<file path="config.mk">
export PLATFORM = sky130hd
export DESIGN_NAME = seven_seg_counter
export DESIGN_NICKNAME = d
export VERILOG_FILES = /design/src/rtl/seg_pkg.sv /design/src/rtl/bcd_seg_decode.sv /design/src/rtl/seven_seg_counter.sv
export SDC_FILE = /design/constraint.sdc
export NUM_CORES = 1
export LEC_CHECK = 0
export ABC_CLOCK_PERIOD_IN_PS = 5000
export CAP_MARGIN = 20
export CORE_AREA = 5 5 101 103
export DETAILED_ROUTE_END_ITERATION = 6
export DIE_AREA = 0 0 106 108
export GPL_TIMING_DRIVEN = 0
export PLACE_DENSITY_LB_ADDON = 0.2
export SYNTH_ARGS = -nofsm -noshare
export SYNTH_HDL_FRONTEND = slang
export SYNTH_HIERARCHICAL = 1
export SYNTH_SLANG_ARGS = --single-unit
</file>
<file path="constraint.sdc">
create_clock -name clock_in -period 5 [get_ports clock_in]
set_clock_uncertainty 0.15 [all_clocks]
set_input_delay 1.5 -clock clock_in [delete_from_list [all_inputs] [get_ports clock_in]]
set_output_delay 1.5 -clock clock_in [all_outputs]
set_load 0.01 [all_outputs]
</file>
<file path="src/rtl/seg_pkg.sv">
// seg_pkg: shared seven-segment constants and divider width helper.
// Segment codes are active-low in bit order g..a (bit 0 = segment a).
package seg_pkg;
    localparam logic [6:0] SEG_0     = 7'h40;
    localparam logic [6:0] SEG_1     = 7'h79;
    localparam logic [6:0] SEG_2     = 7'h24;
    localparam logic [6:0] SEG_3     = 7'h30;
    localparam logic [6:0] SEG_4     = 7'h19;
    localparam logic [6:0] SEG_5     = 7'h12;
    localparam logic [6:0] SEG_6     = 7'h02;
    localparam logic [6:0] SEG_7     = 7'h78;
    localparam logic [6:0] SEG_8     = 7'h00;
    localparam logic [6:0] SEG_9     = 7'h10;
    localparam logic [6:0] SEG_BLANK = 7'h7F;
    // Drive level that lights a segment or enables a digit anode.
    localparam logic SEG_ACTIVE = 1'b0;

    // Counter width for a divider of n states; at least one bit so a
    // divide-by-1 still has a legal (constant-zero) register.
    function automatic int cnt_w(input int n);
        return (n > 1) ? $clog2(n) : 1;
    endfunction
endpackage

</file>
<file path="src/rtl/bcd_seg_decode.sv">
// bcd_seg_decode: combinational BCD digit to active-low seven-segment code.
// Ports: bcd_i - 4-bit BCD digit; seg_o - segments g..a, active-low.
module bcd_seg_decode
    import seg_pkg::*;
(
    input  logic [3:0] bcd_i,
    output logic [6:0] seg_o
);
    always_comb begin
        case (bcd_i)
            4'd0:    seg_o = SEG_0;
            4'd1:    seg_o = SEG_1;
            4'd2:    seg_o = SEG_2;
            4'd3:    seg_o = SEG_3;
            4'd4:    seg_o = SEG_4;
            4'd5:    seg_o = SEG_5;
            4'd6:    seg_o = SEG_6;
            4'd7:    seg_o = SEG_7;
            4'd8:    seg_o = SEG_8;
            4'd9:    seg_o = SEG_9;
            default: seg_o = SEG_BLANK;
        endcase
    end
endmodule

</file>
<file path="src/rtl/seven_seg_counter.sv">
// seven_seg_counter: prescaled multi-digit BCD up/down counter with a
// time-multiplexed seven-segment display driver.
// Ports: clock_in - clock; rst - async active-high reset; en - count enable;
//        up - direction (1 = up); clr - sync clear of count and prescaler;
//        count - BCD value, digit 0 in [3:0]; carry - wrap pulse;
//        seg - active-low segments g..a; an - active-low one-hot anodes.
module seven_seg_counter
    import seg_pkg::*;
#(
    parameter int DIGITS   = 4,
    parameter int TICK_DIV = 50000000,
    parameter int SCAN_DIV = 50000
) (
    input  logic                  clock_in,
    input  logic                  rst,
    input  logic                  en,
    input  logic                  up,
    input  logic                  clr,
    output logic [4*DIGITS-1:0]   count,
    output logic                  carry,
    output logic [6:0]            seg,
    output logic [DIGITS-1:0]     an
);
    localparam int TW = cnt_w(TICK_DIV);
    localparam int SW = cnt_w(SCAN_DIV);
    localparam int IW = cnt_w(DIGITS);
    localparam int CW = 4 * DIGITS;

    logic [TW-1:0]     pre_q, pre_d;
    logic [SW-1:0]     scan_q, scan_d;
    logic [IW-1:0]     idx_q, idx_d;
    logic [CW-1:0]     count_q, count_d, bcd_next;
    logic              carry_q, carry_d;
    logic [6:0]        seg_q, seg_d;
    logic [DIGITS-1:0] an_q, an_d;
    logic [3:0]        dsel, dig, nd;
    logic              tick, wrap, scan_tc, rip;

    assign tick    = en && (pre_q == TW'(TICK_DIV - 1));
    assign pre_d   = (clr || tick) ? '0 : en ? pre_q + TW'(1) : pre_q;
    assign scan_tc = scan_q == SW'(SCAN_DIV - 1);
    assign scan_d  = scan_tc ? '0 : scan_q + SW'(1);
    assign idx_d   = !scan_tc ? idx_q : (idx_q == IW'(DIGITS - 1)) ? '0 : idx_q + IW'(1);

    // Ripple BCD step: a digit moves only while every lower digit wraps;
    // a ripple surviving past the top digit is the whole-counter wrap.
    always_comb begin
        rip      = 1'b1;
        bcd_next = count_q;
        dig      = '0;
        nd       = '0;
        for (int i = 0; i < DIGITS; i++) begin
            dig = count_q[4*i +: 4];
            nd  = up ? ((dig == 4'd9) ? 4'd0 : dig + 4'd1)
                     : ((dig == 4'd0) ? 4'd9 : dig - 4'd1);
            bcd_next[4*i +: 4] = rip ? nd : dig;
            rip = rip & (up ? (dig == 4'd9) : (dig == 4'd0));
        end
        wrap = rip;
    end

    assign count_d = clr ? '0 : tick ? bcd_next : count_q;
    assign carry_d = tick && !clr && wrap;

    // Digit mux and anode select from the pre-edge index.
    always_comb begin
        dsel = '0;
        an_d = {DIGITS{~SEG_ACTIVE}};
        for (int i = 0; i < DIGITS; i++) begin
            if (idx_q == IW'(i)) begin
                dsel    = count_q[4*i +: 4];
                an_d[i] = SEG_ACTIVE;
            end
        end
    end

    bcd_seg_decode u_dec (
        .bcd_i (dsel),
        .seg_o (seg_d)
    );

    always_ff @(posedge clock_in or posedge rst) begin
        if (rst) begin
            pre_q   <= '0;
            scan_q  <= '0;
            idx_q   <= '0;
            count_q <= '0;
            carry_q <= 1'b0;
            seg_q   <= SEG_BLANK;
            an_q    <= '1;
        end else begin
            pre_q   <= pre_d;
            scan_q  <= scan_d;
            idx_q   <= idx_d;
            count_q <= count_d;
            carry_q <= carry_d;
            seg_q   <= seg_d;
            an_q    <= an_d;
        end
    end

    assign count = count_q;
    assign carry = carry_q;
    assign seg   = seg_q;
    assign an    = an_q;
endmodule

</file>
# ---- Word level (Yosys, flattened, before mapping)
# Memories as Yosys holds them, arrays and structs flattened. A register that Yosys moved wholly into a read port is not among the register bits.
# Index checks and enable logic that the tools add are counted.
dict set report totals {
  mem_bits_rw 0
  romBits 112
  inputBits 5
  latch_bits 0
  n_memories 1
  word_cells 84
  out_inout_bits 28
  reg_bits 65
}
dict set report op_classes {
  magnitude_cmp 0
  n_addsub 11
  n_div 0
  shift 0
  reduce_logical 18
  muxes 33
  mul 0
  eq_ne 9
  bitwise 3
}
# name words word_bits rd rd_clocked_by_memory_dff write_ports line_no
set memory_table {}
lappend memory_table {{(no name shown)} 16 7 1 1 0 bcd_seg_decode.sv:10} ;# case (bcd_i)
# operator count
set op_table {}
lappend op_table {{$mux W4} 19}
lappend op_table {{$mux W26} 2}
lappend op_table {{$mux W16} 3}
lappend op_table {{$add A26 B1 Y26 const B} 1}
lappend op_table {{$eq A26 B26 Y1 const B} 1}
lappend op_table {{$add A16 B1 Y16 const B} 1}
lappend op_table {{$add A4 B1 Y4 const B} 4}
lappend op_table {{$eq A16 B16 Y1 const B} 1}
lappend op_table {{$eq A4 B4 Y1 const B} 4}
lappend op_table {{$logic_not A4 Y1} 4}
lappend op_table {{$sub A4 B1 Y4 const B} 4}
lappend op_table {{$reduce_bool A2 Y1} 5}
lappend op_table {{$mux W1} 8}
lappend op_table {{$reduce_and A2 Y1} 3}
lappend op_table {{$eq A2 B2 Y1 const B} 2}
lappend op_table {{$and A1 B1 Y1} 3}
lappend op_table {{$logic_and A1 B1 Y1} 3}
lappend op_table {{$add A2 B1 Y2 const B} 1}
lappend op_table {{$eq A2 B1 Y1 const B} 1}
lappend op_table {{$logic_not A2 Y1} 1}
lappend op_table {{$mux W2} 1}
lappend op_table {{$logic_not A1 Y1} 1}
lappend op_table {{$logic_or A1 B1 Y1} 1}

# ---- Longest topological paths before layout
# Gate-level depths: netlist (run 1).
dict set report logic_depth {
  word_depth 7
  depth_mapped 12
  depth_no_buf 12
}

# ---- Modules after synthesis
# Netlist (run 1), hierarchy kept.
# mod cells_each seq_area_each_um2 instances area_each_um2
set by_module_without_submodules {}
lappend by_module_without_submodules {seven_seg_counter 466 1815.5 1 4225.3}
lappend by_module_without_submodules {bcd_seg_decode 33 0.0 1 210.2}

# ---- Least setup slack after synthesis (run 1)
# OpenSTA, ideal clock, no wires.
dict set report synth_path {
  path_type {input to register}
  start {in en}
  end {reg pre_q[0]}
  setup_ps 121
  arrival_ps 2973
  slack_ps 1756
  n_path_buf 3
  t_required_ps 4729
  path_stages 8
  path_cell_list {buf_2 -> and3_1 -> nand4_2 -> nor2_1 -> or2_2 -> clkbuf_1 -> buf_2 -> nor2_1}
}
dict set report synth_between {
  elab_chain_cells 3
  word_cells_on_any_way 4
  cone_classes {mux: 1; reduce/logical: 3}
}
# item line_no
set synth_lines {}
lappend synth_lines {{start, declared} seven_seg_counter.sv:16} ;# input logic en,
lappend synth_lines {{$logic_and A1 B1 Y1} seven_seg_counter.sv:39} ;# assign tick = en && (pre_q == TW'(TICK_DIV - 1));
lappend synth_lines {{$logic_or A1 B1 Y1} seven_seg_counter.sv:40} ;# assign pre_d = (clr || tick) ? '0 : en ? pre_q + TW'(1) : pre_q;
lappend synth_lines {{$mux W26 / $reduce_bool A2 Y1 (equally long branches)} -}
lappend synth_lines {{end signal, assigned} seven_seg_counter.sv:92} ;# pre_q <= pre_d;
lappend synth_lines {{end, declared} seven_seg_counter.sv:29} ;# logic [TW-1:0] pre_q, pre_d;
# Several ways; a longest one is shown, not always the timed one.
# A chain may end at the register's enable or synchronous reset.

# ---- Worst setup path in the final report (run 1)
dict set report layout_path {
  start {in up}
  end {reg count_q[10], in the netlist count[10]}
}
dict set report layout_between {
  elab_chain_cells 4
  word_cells_on_any_way 9
  cone_classes {mux: 6; bitwise: 1; reduce/logical: 2}
}
# item line_no
set layout_lines {}
lappend layout_lines {{start, declared} seven_seg_counter.sv:17} ;# input logic up,
lappend layout_lines {{$mux W4 / $mux W1 (equally long branches)} {seven_seg_counter.sv:54, seven_seg_counter.sv:57}}
lappend layout_lines {{$mux W4 / $and A1 B1 Y1 (equally long branches)} {seven_seg_counter.sv:56, seven_seg_counter.sv:57}}
lappend layout_lines {{$mux W16 / $reduce_bool A2 Y1 (equally long branches)} -}
lappend layout_lines {{$mux W16 / $reduce_and A2 Y1 (equally long branches)} -}
lappend layout_lines {{end signal, assigned} seven_seg_counter.sv:95} ;# count_q <= count_d;
lappend layout_lines {{end, declared} seven_seg_counter.sv:32} ;# logic [CW-1:0] count_q, count_d, bcd_next;
# Several ways; a longest one is shown, not always the timed one. The select of a mux whose other input is x is not followed.

==> run_results.csv, run 1 <==
group,metric,value,unit
status,outcome,"complete, no violations",
sta,tightestPinTransition,709.2,ps
grt,grt_max_degree,46,
synthesis,syn_inst,499,
sta,timing.final.crit_share,77.91,%
worst_setup_path,cp_max_fo,10,
floorplan,rows,35,
detailed_routing,routedWlPerCell,14.94,um
grt,overflow,0,
cells_and_area,area_delta_synth_final,14.30,%
floorplan,start_util,48.70,%
clock_tree,clk_path_buf_depth,2,
detailed_routing,first_iter_violations,189,
synthesis,avgSynthCellArea,8.889,um^2
worst_setup_path,arrival,3960,ps
floorplan,die_w,106,um
sta,drv_slew,0,
synthesis,ys_top_cells_by_area,"dfrtp_1 34%, ha_1 7.6%, dfstp_2 6.5%",
synthesis,syn_area,0.004436,mm^2
worst_setup_path,critical_path_class,"input pin to flop",
grt,grt_pass1_vias,3566,
synthesis,yosysUniqueCellTypes,50,
synthesis,synth_edf_count,0,
power_and_ir_drop,leakagePower,0.002089,uW
clock_tree,cts_resized,0,
worst_setup_path,crit_start,"up",
floorplan,fp.dieArea,0.01145,mm^2
sta,rsz0062_at_grt,"no",
worst_setup_path,rr_startpoint,"idx_q[1]$_DFFE_PP0N_",
clock_tree,clock_latency,350,ps
worst_hold_path,hold_class,"flop to flop",
synthesis,synth.ff_latch_count,72,
cells_and_area,layout.nets,573,
worst_setup_path,worstSetupEndpointType,"flop",
detailed_routing,firstDrtPassIters,5,
synthesis,yosysTopAreaCell,"dfrtp_1",
detailed_routing,vias,3680,
power_and_ir_drop,switching_share,24.19,%
power_and_ir_drop,totalPowerFinal,1042,uW
power_and_ir_drop,pwr_density_cell,205.6,mW/mm^2
detailed_routing,wl,9815,um
sta,setup_violations,0,
worst_setup_path,crit_slowest_cell,"clkdlybuf4s50_1",
clock_tree,htree_levels,3,
cells_and_area,fin_area,0.005070,mm^2
worst_setup_path,required,5060,ps
sta,finalHoldViolCount,0,
power_and_ir_drop,p_int,790.2,uW
grt,antenna_found_initial,0,
clock_tree,post_cts_buffers,0,
sta,slew_headroom,52.33,%
sta,fmax,256.7,MHz
placement,place_congestion,0.9070,
cells_and_area,fin_util,55.66,%
clock_tree,tritoncts,"built",
synthesis,yosysSeqAreaShare,40.93,%
synthesis,synth_nets,531,
synthesis,async_flop_share,100.0,%
clock_tree,numClockSinks,72,
worst_setup_path,cp-start-kind,"input pin",
job,maxCapViolations,0,
power_and_ir_drop,p_switching,252.2,uW
cells_and_area,antennaDiodeCount,0,
synthesis,synth_top_area_share,34.41,%
grt,grt_usage,18.40,%
cells_and_area,drive_above_1_share,8.974,%
synthesis,ys_warn_count,6,
placement,dpl_cell_area,0.004905,mm^2
worst_hold_path,worstHoldStart,"scan_q[0]$_DFF_PP0_",
worst_setup_path,cpPeakStageDelay,540,ps
floorplan,io_pins,33,
sta,finalWorstSetupSlack,1105,ps
power_and_ir_drop,clkPwrFrac,39.0,%
detailed_routing,drc,0,
power_and_ir_drop,p_comb_share,4.9,%
placement,dpl.hpwl,6955,um
detailed_routing,final_antenna_net_count,0,
grt,grt_pass1_wl,17140,um
detailed_routing,routed_via_density,5.601,
floorplan,core_area,0.009109,mm^2
floorplan,die_h,108,um
power_and_ir_drop,vdd_drop_max,124.6,uV
clock_tree,clk_pin_slew_worst_paths,70,ps
sta,period_needed,3895,ps
power_and_ir_drop,pwr-share-seq,56.2,%
clock_tree,cts_hold_buffers,0,
placement,place_ws,790.9,ps
sta,finalSetupTns,0,ps
worst_setup_path,path_cells,"clkdlybuf4s50_1, clkbuf_1, clkbuf_1, clkbuf_1, a21oi_1, o31ai_1, a21oi_1",
synthesis,ys.flop_type,"dfrtp_1",
clock_tree,clock-root-buffer,"clkbuf_8",
worst_setup_path,crit_top_cell,"clkbuf_1",
placement,portBuffers,30,
clock_tree,cts_buffers,9,
per-layer routing:
metal | part of all wire (%) | wire length, um | track usage, % | vias up
li1 | - | - | - | 1808
met1 | 47 | 4616 | 23.90 | 1773
met2 | 46 | 4547 | 30.19 | 83
met3 | 4.2 | 416 | 3.881 | 16
met4 | 2.4 | 234 | 7.308 | 0
met5 | 0 | 0 | 0 | -
stage by stage:
| stage | instances | hold WS, ps |
|---|---|---|
| 2_1_floorplan | 499 | 304.7 |
| 3_3_place_gp | 640 | 322.4 |
| 3_5_place_dp | 641 | 334.7 |
| 4_1_cts | 657 | 348.0 |
| 5_1_grt | 657 | 375.5 |
| 6_report | 657 | 345.2 |
synthesized netlist by cell type, types with 2 or more instances:
master	count
dfrtp_1	61
a31oi_1	2
nor2_1	67
xor2_1	21
nand2_1	36
ha_1	27
a32oi_1	2
a311oi_1	2
nand4_1	10
nor3_1	15
clkbuf_1	17
and3_1	7
nor4_2	3
o22ai_1	2
a21oi_1	29
buf_2	6
xnor2_1	21
and4_1	5
and4b_1	2
dfstp_2	11
o31ai_1	4
nor2b_1	6
nor4_1	7
nand3_1	28
o21a_1	2
nor3b_1	4
o21ai_0	30
nand4_2	2
a211oi_1	4
nand2b_1	7
mux2_2	5
mux2i_1	8
inv_1	27
nor4b_1	3
cell families after synthesis:
| kind of cell | Yosys count | synth area share, % |
|---|---|---|
| adder cells (fa/ha/maj) | 27 | 7.616 |
| AO/OA/AOI/OAI | 84 | 11.06 |
| flip-flops | 72 | 40.93 |
| XOR/XNOR | 42 | 8.294 |
| multiplexers | 13 | 3.075 |
| AND/OR/NAND/NOR | 209 | 24.29 |
| buffers and inverters | 52 | 4.739 |
cell type report:
class,count,area [um^2]
clock buffer,12,145.1
inverter,27,103.9
clock inverter,4,20.02
fill,817,4039
buffer,25,108.9
tap,111,138.9
timing repair buffer,31,327.8
multi-input combinational,375,2410
sequential,72,1815
registers in the layout, indices dropped and copies added (netlist names):
register	cells
count	16
scan_q	16
idx_q	2
seg	7
an	4
carry	1
pre_q	26
critical path, delay by kind of cell:
family | cells | cell delay (ps)
AOI/OAI and AO/OA | 3 | 450
buffers and inverters | 4 | 1990
final timing paths:
| check | to | slack, ps | cells past startpoint |
|---|---|---|---|
| max | count[10]$_DFFE_PP0P_ | 1100 | 7 |
| min | scan_q[0]$_DFF_PP0_ | 350 | 1 |
| max reg2reg | seg[3]$_DFF_PP1_ | 2130 | 12 |
| min reg2reg | scan_q[0]$_DFF_PP0_ | 350 | 1 |
| max in group asynchronous | an[2]$_DFF_PP1_ | 2760 | 3 |
| min in group asynchronous | pre_q[21]$_DFFE_PP0P_ | 1340 | 2 |
layout by cell type (no fill, tap or decap), types with 3 or more instances in the layout:
cell / n
nor2_1: 67
dfrtp_1: 61
nand2_1: 36
o21ai_0: 30
clkdlybuf4s50_1: 30
a21oi_1: 29
nand3_1: 28
ha_1: 27
inv_1: 26
xnor2_1: 21
xor2_1: 21
clkbuf_1: 19
nor3_1: 15
dfstp_2: 11
nand4_1: 10
clkbuf_8: 10
mux2i_1: 8
and3_1: 7
nor4_1: 7
nand2b_1: 7
nor2b_1: 6
buf_2: 6
and4_1: 5
mux2_2: 5
nor3b_1: 4
a211oi_1: 4
o31ai_1: 4
clkinv_2: 4
nor4_2: 3
nor4b_1: 3
power groups by stage:
stage / clock network (uW) / logic (uW) / registers [uW]
after detailed placement: 0 / 51.8 / 597
after global routing: 450 / 57.8 / 586
after floorplan: 0 / 34.2 / 596
after global placement: 0 / 47.9 / 596
final: 406 / 50.7 / 586
after CTS: 419 / 52.1 / 585
Note: power is estimated with default switching activity, not from simulation.
==> run 2, diff against run 1 <==
--- a/config.mk
+++ b/config.mk
@@ -5,7 +5,7 @@
 export SDC_FILE = /design/constraint.sdc
 export NUM_CORES = 1
 export LEC_CHECK = 0
-export ABC_CLOCK_PERIOD_IN_PS = 5000
+export ABC_CLOCK_PERIOD_IN_PS = 3270
 export CAP_MARGIN = 20
 export CORE_AREA = 5 5 101 103
 export DETAILED_ROUTE_END_ITERATION = 6
==> constraint.sdc (replaced) <==
create_clock -name clock_in -period 3.27 [get_ports clock_in]
set_clock_uncertainty 0.15 [all_clocks]
set_input_delay 0.981 -clock clock_in [delete_from_list [all_inputs] [get_ports clock_in]]
set_output_delay 0.981 -clock clock_in [all_outputs]
set_load 0.01 [all_outputs]
==> run 2 against run 1 <==
  * Global-route usage is the same
  * Clock power up 52%
  * Die area unchanged
  * Sequential cell count is the same
  * Setup slack worse by 1100 ps
  * Combinational power up 52%
  * Critical path depth did not move
  * Sequential share of layout area hardly changed
  * First-iteration DRC count fell by 7.9%
  * Largest cell class unchanged
  * Largest power group unchanged
==> run_results.csv, run 2 (synthesis results as in run 1) <==
group,metric,value,unit
status,outcome,"complete, no violations",
worst_setup_path,worstSetupEndpointType,"flop",
power_and_ir_drop,pwr_density_cell,314.1,mW/mm^2
sta,drv_slew,0,
worst_setup_path,cp_num_buf_inv,2,
worst_setup_path,required,3370,ps
cells_and_area,largest_register_ffs,26,
worst_setup_path,crit_slowest_cell,"nor4_2",
detailed_routing,firstDrtPassIters,4,
worst_setup_path,worst-r2r-cell-count,12,
sta,period_needed,3244,ps
floorplan,start_util,48.70,%
clock_tree,clk_pin_slew_worst_paths,70,ps
floorplan,rows,35,
placement,portBuffers,30,
power_and_ir_drop,vdd_drop_max,189.8,uV
cells_and_area,layout_commonest_cell,"nor2_1",
cells_and_area,final_cells,656,
detailed_routing,vias,3640,
clock_tree,post_cts_buffers,0,
sta,tightestPinTransition,693.1,ps
cells_and_area,final_cell_mix,"67 x nor2_1, 61 x dfrtp_1, 36 x nand2_1, 30 x o21ai_0, 30 x clkdlybuf4s50_1",
worst_setup_path,r2r_slack,410,ps
cells_and_area,fillers,817,
clock_tree,clk_path_buf_depth,2,
cells_and_area,drive_above_1_share,9.174,%
worst_setup_path,critical_path.top_delay_family,"simple AND/OR/NAND/NOR gates",
grt,grt_usage,18.40,%
floorplan,die_h,108,um
sta,slew_headroom,53.41,%
detailed_routing,drc,0,
grt,grt_max_degree,46,
sta,setup_violations,0,
clock_tree,numClockSinks,72,
clock_tree,clock-root-buffer,"clkbuf_8",
worst_hold_path,whs_path_depth,1,
placement,dp.cells,641,
worst_hold_path,hold_class,"flop to flop",
grt,grt_pass1_wl,17140,um
placement,dpl.hpwl,6955,um
clock_tree,htree_levels,3,
cells_and_area,area_delta_synth_final,14.25,%
grt,antenna_found_initial,0,
placement,dpl_cell_area,0.004905,mm^2
floorplan,die_w,106,um
worst_setup_path,critical_path_class,"input pin to flop",
cells_and_area,seqCellArea,0.001815,mm^2
floorplan,io_pins,33,
worst_setup_path,crit_start,"up",
clock_tree,cts_resized,1,
worst_setup_path,cpPeakStageDelay,540,ps
clock_tree,cts_buffers,9,
grt,grt_pass1_vias,3566,
clock_tree,tritoncts,"built",
cells_and_area,layout.nets,572,
detailed_routing,first_iter_violations,174,
worst_setup_path,crit_end,"count[15]$_DFFE_PP0P_",
floorplan,fp.dieArea,0.01145,mm^2
sta,timing.final.crit_share,99.20,%
detailed_routing,routed_via_density,5.549,
job,maxCapViolations,0,
worst_setup_path,cp-start-kind,"input pin",
detailed_routing,wl,9737,um
placement,place_congestion,0.9070,
sta,rsz0062_at_grt,"yes",
worst_setup_path,r2r-end,"seg[3]$_DFF_PP1_",
worst_setup_path,arrival,3340,ps
sta,fmax,308.3,MHz
cells_and_area,regMostFlops,"pre_q",
floorplan,core_area,0.009109,mm^2
cells_and_area,antennaDiodeCount,0,
cells_and_area,fin_area,0.005067,mm^2
worst_setup_path,rr_startpoint,"idx_q[1]$_DFFE_PP0N_",
worst_setup_path,cp_max_fo,10,
sta,finalHoldViolCount,0,
grt,overflow,0,
power_and_ir_drop,leakagePower,0.002091,uW
clock_tree,clock_latency,350,ps
worst_setup_path,cp.depth,7,
cells_and_area,multi_input_area,0.002410,mm^2
clock_tree,cts_hold_buffers,0,
detailed_routing,routedWlPerCell,14.84,um
worst_setup_path,path_cells,"clkdlybuf4s50_1, clkbuf_1, nor4b_1, o22ai_1, nor4_2, a21oi_1, a211oi_1",
detailed_routing,final_antenna_net_count,0,
[run 2: cell count changes in the layout (fill, tap and decap cells not counted)]
cell and delta:
clkbuf_1 -2, clkbuf_2 +1
[run 2: how the worst min path moves through the flow]
stage	from	endpoint
5_1_grt	scan_q[7]$_DFF_PP0_	scan_q[7]$_DFF_PP0_
2_1_floorplan	scan_q[0]$_DFF_PP0_	scan_q[0]$_DFF_PP0_
6_report	scan_q[0]$_DFF_PP0_	scan_q[0]$_DFF_PP0_
3_3_place_gp	scan_q[0]$_DFF_PP0_	scan_q[0]$_DFF_PP0_
4_1_cts	scan_q[13]$_DFF_PP0_	scan_q[13]$_DFF_PP0_
3_5_place_dp	scan_q[13]$_DFF_PP0_	scan_q[13]$_DFF_PP0_
[run 2: metrics by stage]
stage	TNS (ps)	worst slack [ps]	utilization (%)	power [uW]	hold WS (ps)
global route	-387.3	-97.29	55.63	1672	375.5
global placement	-65800	-966.5	53.52	985.2	322.4
CTS	0	60.36	55.67	1615	348.0
detailed placement	-4344	-420.1	53.85	991.5	334.7
finish	0	26.26	55.63	1592	345.9
floorplan	0	332.3	-	964.1	304.7
[run 2: final cells by class]
class	count	share of cell area, %
multi-input combinational	375	47.56
buffer	24	2.099
sequential	72	35.83
timing repair buffer	31	6.469
clock buffer	12	2.864
inverter	27	2.049
clock inverter	4	0.3951
tap	111	2.741
[run 2: metal layers]
metal,global-route usage (%),part of all wire (%),up-vias
met1,23.90,49,1762
li1,-,-,1804
met3,3.881,3.1,13
met5,0,0,-
met4,7.308,2.0,0
met2,30.19,46,61
[run 2: power breakdown]
group          switching [uW]  leakage [uW]  total, uW  internal, uW
Combinational            53.5       0.00105       76.9          23.4
Clock                     328     0.0000899        619           292
Sequential               2.19      0.000951        895           893
==> patch: new RTL, flow settings as in run 1 <==
Change the parameter `DIGITS` from 4 to 5.
--- a/src/rtl/seven_seg_counter.sv
+++ b/src/rtl/seven_seg_counter.sv
@@ -9,3 +9,3 @@
 #(
-    parameter int DIGITS   = 4,
+    parameter int DIGITS   = 5,
     parameter int TICK_DIV = 50000000,
Interface: changed (resized an and count); port bits go from 33 to 38. No check against the original RTL was run, so the function may have changed too.
==> patch against run 1 <==
Non-clock buffer count up 11; via count up 16%; power up 14%; clock power up 23%; sequential cell count up 6; setup slack worse by 0.33 ns; wire length up 17%; area after synthesis up 13%; critical path depth up 1; register-to-register slack worse by 0.19 ns; cell area up 13%; worst hold slack worse by 0.0058 ns.
==> patch: results (changes against run 1) <==
{
  "cts": {
    "cts.clk_slew.worst_paths": {"value": 0.09, "unit": "ns", "change": "+0.02 ns"}
  },
  "power": {
    "worst_ir_drop_vdd": {"value": 198, "unit": "uV", "change": "+59%"},
    "p_leak": {"value": 2.32, "unit": "nW", "change": "+11%"}
  },
  "routing": {
    "wl": {"value": 11500, "unit": "um", "change": "+17%"},
    "drt_iter0_markers": {"value": 201, "change": "+6.3%"},
    "average_wire_length_per_cell_after_detail_routing": {"value": 15.8, "unit": "um", "change": "+5.8%"}
  },
  "critical_path": {
    "worst-endpoint-arrival": {"value": 4.29, "unit": "ns", "change": "+0.33 ns"},
    "reg2regPathDepth": {"value": 7, "change": "-5"}
  },
  "synthesis": {
    "top_post_synthesis_cells_by_count": "sky130_fd_sc_hd__nor2_1 (74), sky130_fd_sc_hd__dfrtp_1 (66), sky130_fd_sc_hd__nand2_1 (43), sky130_fd_sc_hd__a21oi_1 (32), sky130_fd_sc_hd__ha_1 (32)",
    "postSynthNetCount": {"value": 598, "change": "+13%"},
    "syn-instance-count": {"value": 561, "change": "+12%"},
    "synth_top_cells_by_area": "sky130_fd_sc_hd__dfrtp_1 (33%), sky130_fd_sc_hd__ha_1 (8.0%), sky130_fd_sc_hd__dfstp_2 (6.3%), sky130_fd_sc_hd__nor2_1 (5.5%), sky130_fd_sc_hd__xnor2_1 (3.8%)",
    "yosysSeqAreaShare": {"value": 0.393, "change": "-0.0167"}
  },
  "global_routing": {
    "grt_max_degree": {"value": 43, "change": "-6.5%"},
    "grt.met1_usage": {"value": 0.274, "change": "+0.0354"},
    "globalRouteMet2Util": {"value": 0.345, "change": "+0.0428"},
    "via_count_of_the_first_global_routing_pass": {"value": 4177, "change": "+17%"}
  },
  "sta": {
    "slew_of_the_pin_with_the_lowest_slew_margin": {"value": 0.775, "unit": "ns", "change": "+0.0654 ns"},
    "fin_hold_ws": {"value": 0.339, "unit": "ns", "change": "-0.00576 ns"}
  },
  "placed_design": {
    "number_of_placed_cells_counting_well_taps": {"value": 710, "change": "+11%"},
    "place_area": {"value": 5540, "unit": "um2", "change": "+13%"},
    "portBuffers": {"value": 37, "change": "+23%"},
    "weighted_congestion_at_the_end_of_routability_driven_global_placement": {"value": 0.937, "change": "+3.3%"}
  },
  "layout": {
    "drive_gt1_frac": {"value": 0.0846, "change": "-0.00519"},
    "fillerInstances": {"value": 775, "change": "-5.1%"}
  },
  "run_status": {
    "outcome": "completed"
  }
}
-- patch: layout make-up --
class                           instances  area, um2  area share
Buffer                                 29        130      0.0227
Clock buffer                            9        124      0.0216
Clock inverter                          7       77.6      0.0135
Inverter                               31        119      0.0207
Multi-Input combinational cell        423       2800       0.487
Sequential cell                        78       1970       0.342
Tap cell                              111        139      0.0242
Timing Repair Buffer                   38        390      0.0680
-- patch: worst paths after layout --
kind,endpoint,start,slack [ns]
setup / recovery,count[2],up,0.78
hold / removal,scan_q[0],scan_q[0],0.34
max in group asynchronous,seg[4],rst,2.71
min in group asynchronous,pre_q[2],rst,1.36
setup reg to reg,count[18],count[8],1.94
hold reg to reg,scan_q[0],scan_q[0],0.34
-- patch: per-layer routing --
metal | vias to the layer above | share of wire
met3 | 17 | 0.042
met5 | - | 0
met4 | 0 | 0.018
li1 | 2084 | -
met1 | 2064 | 0.46
met2 | 90 | 0.48
-- patch: power breakdown --
part | internal (W) | total [W] | leakage (nW) | switching [W]
registers | 0.000632 | 0.000634 | 1.03 | 0.00000182
logic | 0.0000153 | 0.0000537 | 1.18 | 0.0000385
clock network | 0.000238 | 0.000498 | 0.106 | 0.000260
total | 0.000886 | 0.00119 | 2.32 | 0.000300
-- patch: logic make-up (layout without fill, tap and decap cells) --
group / after synthesis / in the layout / synth area share
AND/OR/NAND/NOR: 233 / 233 / 0.246
AO/OA/AOI/OAI: 109 / 109 / 0.144
flip-flops: 78 / 78 / 0.393
XOR/XNOR: 41 / 41 / 0.0717
buffers and inverters: 60 / 114 / 0.0492
adder cells (fa/ha/maj): 32 / 32 / 0.0799
multiplexers: 8 / 8 / 0.0162
